==> src/rtl/stopwatch_ctrl.sv <==
// Stopwatch control FSM: decodes start/stop, lap and clear pulses and drives the
// BCD counter chain enable, clear, lap-latch load and display-hold select.
module stopwatch_ctrl #(
  parameter int unsigned DIV = 1000000,
  localparam int unsigned PW = $clog2(DIV)
) (
  input  logic       clk,
  input  logic       rst,
  input  logic       ss_p,
  input  logic       lap_p,
  input  logic       clr_p,
  input  logic       chain_ovf,
  output logic       cnt_enb,
  output logic       cnt_clr,
  output logic       lap_load,
  output logic       disp_hold,
  output logic       running,
  output logic       ovf_flag,
  output logic [1:0] state
);

  typedef enum logic [1:0] {
    S_IDLE  = 2'd0,
    S_RUN   = 2'd1,
    S_LAP   = 2'd2,
    S_PAUSE = 2'd3
  } state_e;

  localparam logic [PW-1:0] PRESC_LAST = PW'(DIV - 1);

  state_e        state_q, state_d;
  logic [PW-1:0] presc_q, presc_d;
  logic          cnt_clr_q, cnt_clr_d;
  logic          lap_load_q, lap_load_d;
  logic          disp_hold_q, disp_hold_d;
  logic          running_q, running_d;
  logic          ovf_q, ovf_d;

  logic clr_sel, ss_sel, lap_sel, ovf_evt;

  // Button priority clr > ss > lap; losers in the same cycle are dropped.
  assign clr_sel = clr_p;
  assign ss_sel  = ss_p & ~clr_p;
  assign lap_sel = lap_p & ~clr_p & ~ss_p;

  assign cnt_enb = running_q && (presc_q == PRESC_LAST);
  assign ovf_evt = cnt_enb & chain_ovf;

  // State and registered outputs; reset also clears the digit chain.
  always_ff @(posedge clk) begin
    if (rst) begin
      state_q     <= S_IDLE;
      presc_q     <= '0;
      cnt_clr_q   <= 1'b1;
      lap_load_q  <= 1'b0;
      disp_hold_q <= 1'b0;
      running_q   <= 1'b0;
      ovf_q       <= 1'b0;
    end else begin
      state_q     <= state_d;
      presc_q     <= presc_d;
      cnt_clr_q   <= cnt_clr_d;
      lap_load_q  <= lap_load_d;
      disp_hold_q <= disp_hold_d;
      running_q   <= running_d;
      ovf_q       <= ovf_d;
    end
  end

  // Next-state logic; a chain overflow pre-empts any button in the same cycle.
  always_comb begin
    state_d = state_q;
    if (ovf_evt) begin
      state_d = S_PAUSE;
    end else begin
      unique case (state_q)
        S_IDLE:  if (ss_sel) state_d = S_RUN;
        S_RUN: begin
          if (ss_sel)       state_d = S_PAUSE;
          else if (lap_sel) state_d = S_LAP;
        end
        S_LAP: begin
          if (ss_sel)       state_d = S_PAUSE;
          else if (lap_sel) state_d = S_RUN;
        end
        S_PAUSE: begin
          if (clr_sel)     state_d = S_IDLE;
          else if (ss_sel) state_d = S_RUN;
        end
        default: state_d = S_IDLE;
      endcase
    end
  end

  // Output and datapath next values.
  always_comb begin
    cnt_clr_d   = 1'b0;
    lap_load_d  = 1'b0;
    presc_d     = presc_q;
    ovf_d       = ovf_q;
    disp_hold_d = (state_d == S_LAP);
    running_d   = (state_d == S_RUN) || (state_d == S_LAP);

    if (clr_sel && ((state_q == S_IDLE) || (state_q == S_PAUSE))) begin
      cnt_clr_d = 1'b1;
    end
    if (lap_sel && (state_q == S_RUN) && !ovf_evt) begin
      lap_load_d = 1'b1;
    end

    if (ovf_evt) begin
      ovf_d = 1'b1;
    end else if (cnt_clr_d) begin
      ovf_d = 1'b0;
    end

    // Prescaler holds while paused so a resume finishes the partial tick.
    if (cnt_clr_d) begin
      presc_d = '0;
    end else if (running_q) begin
      presc_d = (presc_q == PRESC_LAST) ? '0 : presc_q + PW'(1);
    end
  end

  assign cnt_clr   = cnt_clr_q;
  assign lap_load  = lap_load_q;
  assign disp_hold = disp_hold_q;
  assign running   = running_q;
  assign ovf_flag  = ovf_q;
  assign state     = state_q;

endmodule

==> config.mk <==
export PLATFORM = sky130hd
export DESIGN_NAME = stopwatch_ctrl
export DESIGN_NICKNAME = d
export VERILOG_FILES = /design/src/rtl/stopwatch_ctrl.sv
export SDC_FILE = /design/constraint.sdc
export NUM_CORES = 1
export LEC_CHECK = 0
export ABC_AREA = 0
export CORE_UTILIZATION = 30
export CTS_CLUSTER_DIAMETER = 80
export DETAILED_ROUTE_END_ITERATION = 10
export REMOVE_ABC_BUFFERS = 1
export SKIP_LAST_GASP = 1
export SLEW_MARGIN = 20
export SYNTH_ARGS = -nofsm -noshare
export SYNTH_HDL_FRONTEND = slang
export SYNTH_SLANG_ARGS = --single-unit
==> constraint.sdc <==
create_clock -name clk -period 2.04 [get_ports clk]
set_clock_uncertainty 0.15 [all_clocks]
set_input_delay 0.306 -clock clk [delete_from_list [all_inputs] [get_ports clk]]
set_output_delay 0.306 -clock clk [all_outputs]
set_load 0.01 [all_outputs]
==> flow_summary.ini <==
[status]
status = finished, final reports clean

[sta]
slew_headroom_pct = 79.8
rsz0062_at_grt = no
hold_slack_ps = 332
setup_ws_ps = 83.1
fin_setup_tns_ps = 0
timing.fmax_mhz = 511
worst_pin_slew_ps = 301
finalHoldViolCount = 0
period_needed_ps = 1960
finalCritPeriodShare_pct = 95.9
slew_violations = 0
setup_viol = 0

[floorplanning]
die_area_sq_um = 4650
io_pins = 14
core_sq_um = 4120
dieHeight_microns = 68.2
die_w_microns = 68.2
start_util_pct = 32.0
row_count = 23

[job]
maxCapViolations = 0

[global_routing]
top_usage_layer = met2
grt_pass1_wl_mm = 4.80
grt_util_met3_pct = 2.00
grt_pass1_vias = 1172
use_met1_pct = 16.1
grt-ovfl-total = 0
met2_usage_pct = 24.4
grt_use_total_pct = 13.7
antenna_found_initial = 0
grt_max_degree = 21

[detailed_routing]
wirelength_mm = 3.02
dr.pass1.iters = 4
drcViolationCount = 0
vias = 1230
avgViaCountPerCell = 5.13
ant_nets = 0
wl_per_cell_microns = 12.6
first_iter_violations = 44

[synthesis]
synth-edff-count = 0
syn_area_per_cell_sq_um = 8.89
syn_inst = 148
synth_seq_area_share_pct = 41.1
synth_area_sq_um = 1320
async_flop_share_pct = 0
synth.distinct_cells = 32
ys_seq_elements = 27
synth_warnings = 0
synth_ff_type = dfxtp_1

[clock_tree]
cts_buffer_depth = 2
cts.htree.levels = 1
clkSinkCount = 27
clk_pin_slew_ps = 100
cts_root_buf = clkbuf_8
hold_buffers = 0
cts_tree = done
postCtsSetupBuffers = 0
clk_latency_ps = 270
cts_inserted_buffers = 3

[worst_setup_path]
timing.rr.start = presc_q[11]$_SDFFE_PP0P_
worstSetupStartpointType = input port
worst-r2r-setup-slack_ps = 120
ff2ff_path_depth = 7
path_class = in -> reg
crit_fanout = 4
worstPathArrival_ps = 1980
end_kind = flip-flop
startpoint = lap_p
worst-endpoint-required_ps = 2060
endpoint = running$_SDFF_PP0_
rr_endpoint = running$_SDFF_PP0_

[cells_and_area]
fin_area_sq_um = 1830
num-fill-cells = 406
diodes = 0
fin_cells = 240
final_core_util_pct = 44.5
multiInputGateArea_sq_um = 779
final_nets = 203
syn_to_final_growth_pct = 39.2
seqCellArea_sq_um = 543
drive_gt1_share_pct = 26.3
final_common_cell = buf_4
layout_common_cells = buf_4, dfxtp_1, nor2_1

[power_and_ir_drop]
power_frac_comb_pct = 9.9
swShare_pct = 23.0
p_per_area_nw_per_um2 = 511
switching_power_mw = 0.215
seqPwrFrac_pct = 57.5
power_mw = 0.936
power.leakage_nw = 0.671
peakVddDrop_uv = 237
p_clk_share_pct = 32.6
internal_power_mw = 0.721

[placed_design]
place.detailed.hpwl_mm = 2.20
port_buffers = 13
dpl.cell_count = 236
gp_congestion = 0.802
placed_cell_area_sq_um = 1720
dp_slack_ps = -293

[hold_path]
hold_class = reg -> reg
hold_path_depth = 2
[how the worst min path moves through the flow]
| stage | end | from |
|---|---|---|
| 2_1_floorplan | running$_SDFF_PP0_ | rst |
| 3_3_place_gp | ovf_flag$_SDFFE_PP0P_ | ovf_flag$_SDFFE_PP0P_ |
| 3_5_place_dp | ovf_flag$_SDFFE_PP0P_ | ovf_flag$_SDFFE_PP0P_ |
| 4_1_cts | presc_q[19]$_SDFFE_PP0P_ | presc_q[19]$_SDFFE_PP0P_ |
| 5_1_grt | presc_q[19]$_SDFFE_PP0P_ | presc_q[19]$_SDFFE_PP0P_ |
| 6_report | presc_q[19]$_SDFFE_PP0P_ | presc_q[19]$_SDFFE_PP0P_ |
[worst max-delay path, cell delays in order]
cell and delay (ps):
clkdlybuf4s50_1 460, or3b_4 380, buf_6 130, a21oi_2 130, o32a_1 200, nand2_2 80, ha_4 260, nor2_1 30
[synth_stat cells, drive strengths merged, types with 2 or more instances]
cell type / count / share of area, %
nor3: 2 / 0.76
and3: 3 / 1.4
dfxtp: 27 / 41
nand3: 8 / 3.4
xor2: 9 / 6.0
o21ai: 2 / 0.76
and4: 3 / 2.0
or4: 7 / 4.0
nand2: 10 / 2.9
or3: 3 / 1.4
buf: 5 / 2.8
inv: 6 / 1.7
nor4b: 2 / 1.3
xnor2: 2 / 1.3
nor2: 14 / 4.0
ha: 6 / 5.7
a21oi: 12 / 4.6
nor2b: 2 / 0.95
nand4: 7 / 3.3
o31ai: 9 / 5.1
[layer usage]
layer  vias up  wire (microns)
met4         0              44
met1       585            1390
met2        20            1520
met5         -               0
li1        621               -
met3         4              60
[sequential cells by signal, indices dropped and copies added (netlist names)]
name,count
cnt_clr,1
disp_hold,1
lap_load,1
ovf_flag,1
presc_q,20
running,1
state,2
[layout make-up]
class                   instances  share of cell area [%]
clock inverters                 1                   0.410
multi-input cells             109                    42.6
repair buffers                 44                    20.4
flip-flops and latches         27                    29.7
well taps                      50                    3.42
clock buffers                   3                    2.26
inverters                       6                    1.23
[logic make-up after synthesis]
group	count (synthesis)	share of synthesized area, %
adder cells (fa/ha/maj)	6	5.71
AO/OA/AOI/OAI	26	12.4
XOR/XNOR	11	7.33
multiplexers	1	0.761
AND/OR/NAND/NOR	65	28.0
buffers and inverters	12	4.76
flip-flops	27	41.1
[power by group through the flow]
stage	combinational [mW]	sequential [mW]	clock (mW)
4_1_cts	0.0875	0.538	0.324
3_5_place_dp	0.0847	0.550	0
6_report	0.0927	0.538	0.305
3_3_place_gp	0.0822	0.550	0
2_1_floorplan	0.0314	0.555	0
5_1_grt	0.101	0.539	0.342
[timing repair]
action                                  CTS  global route
pin swaps                                 1             4
gates resized for setup                   9             8
endpoints found under the setup margin    2             3
endpoints found under the hold margin     0             0
Power figures use the tool's default switching activity.
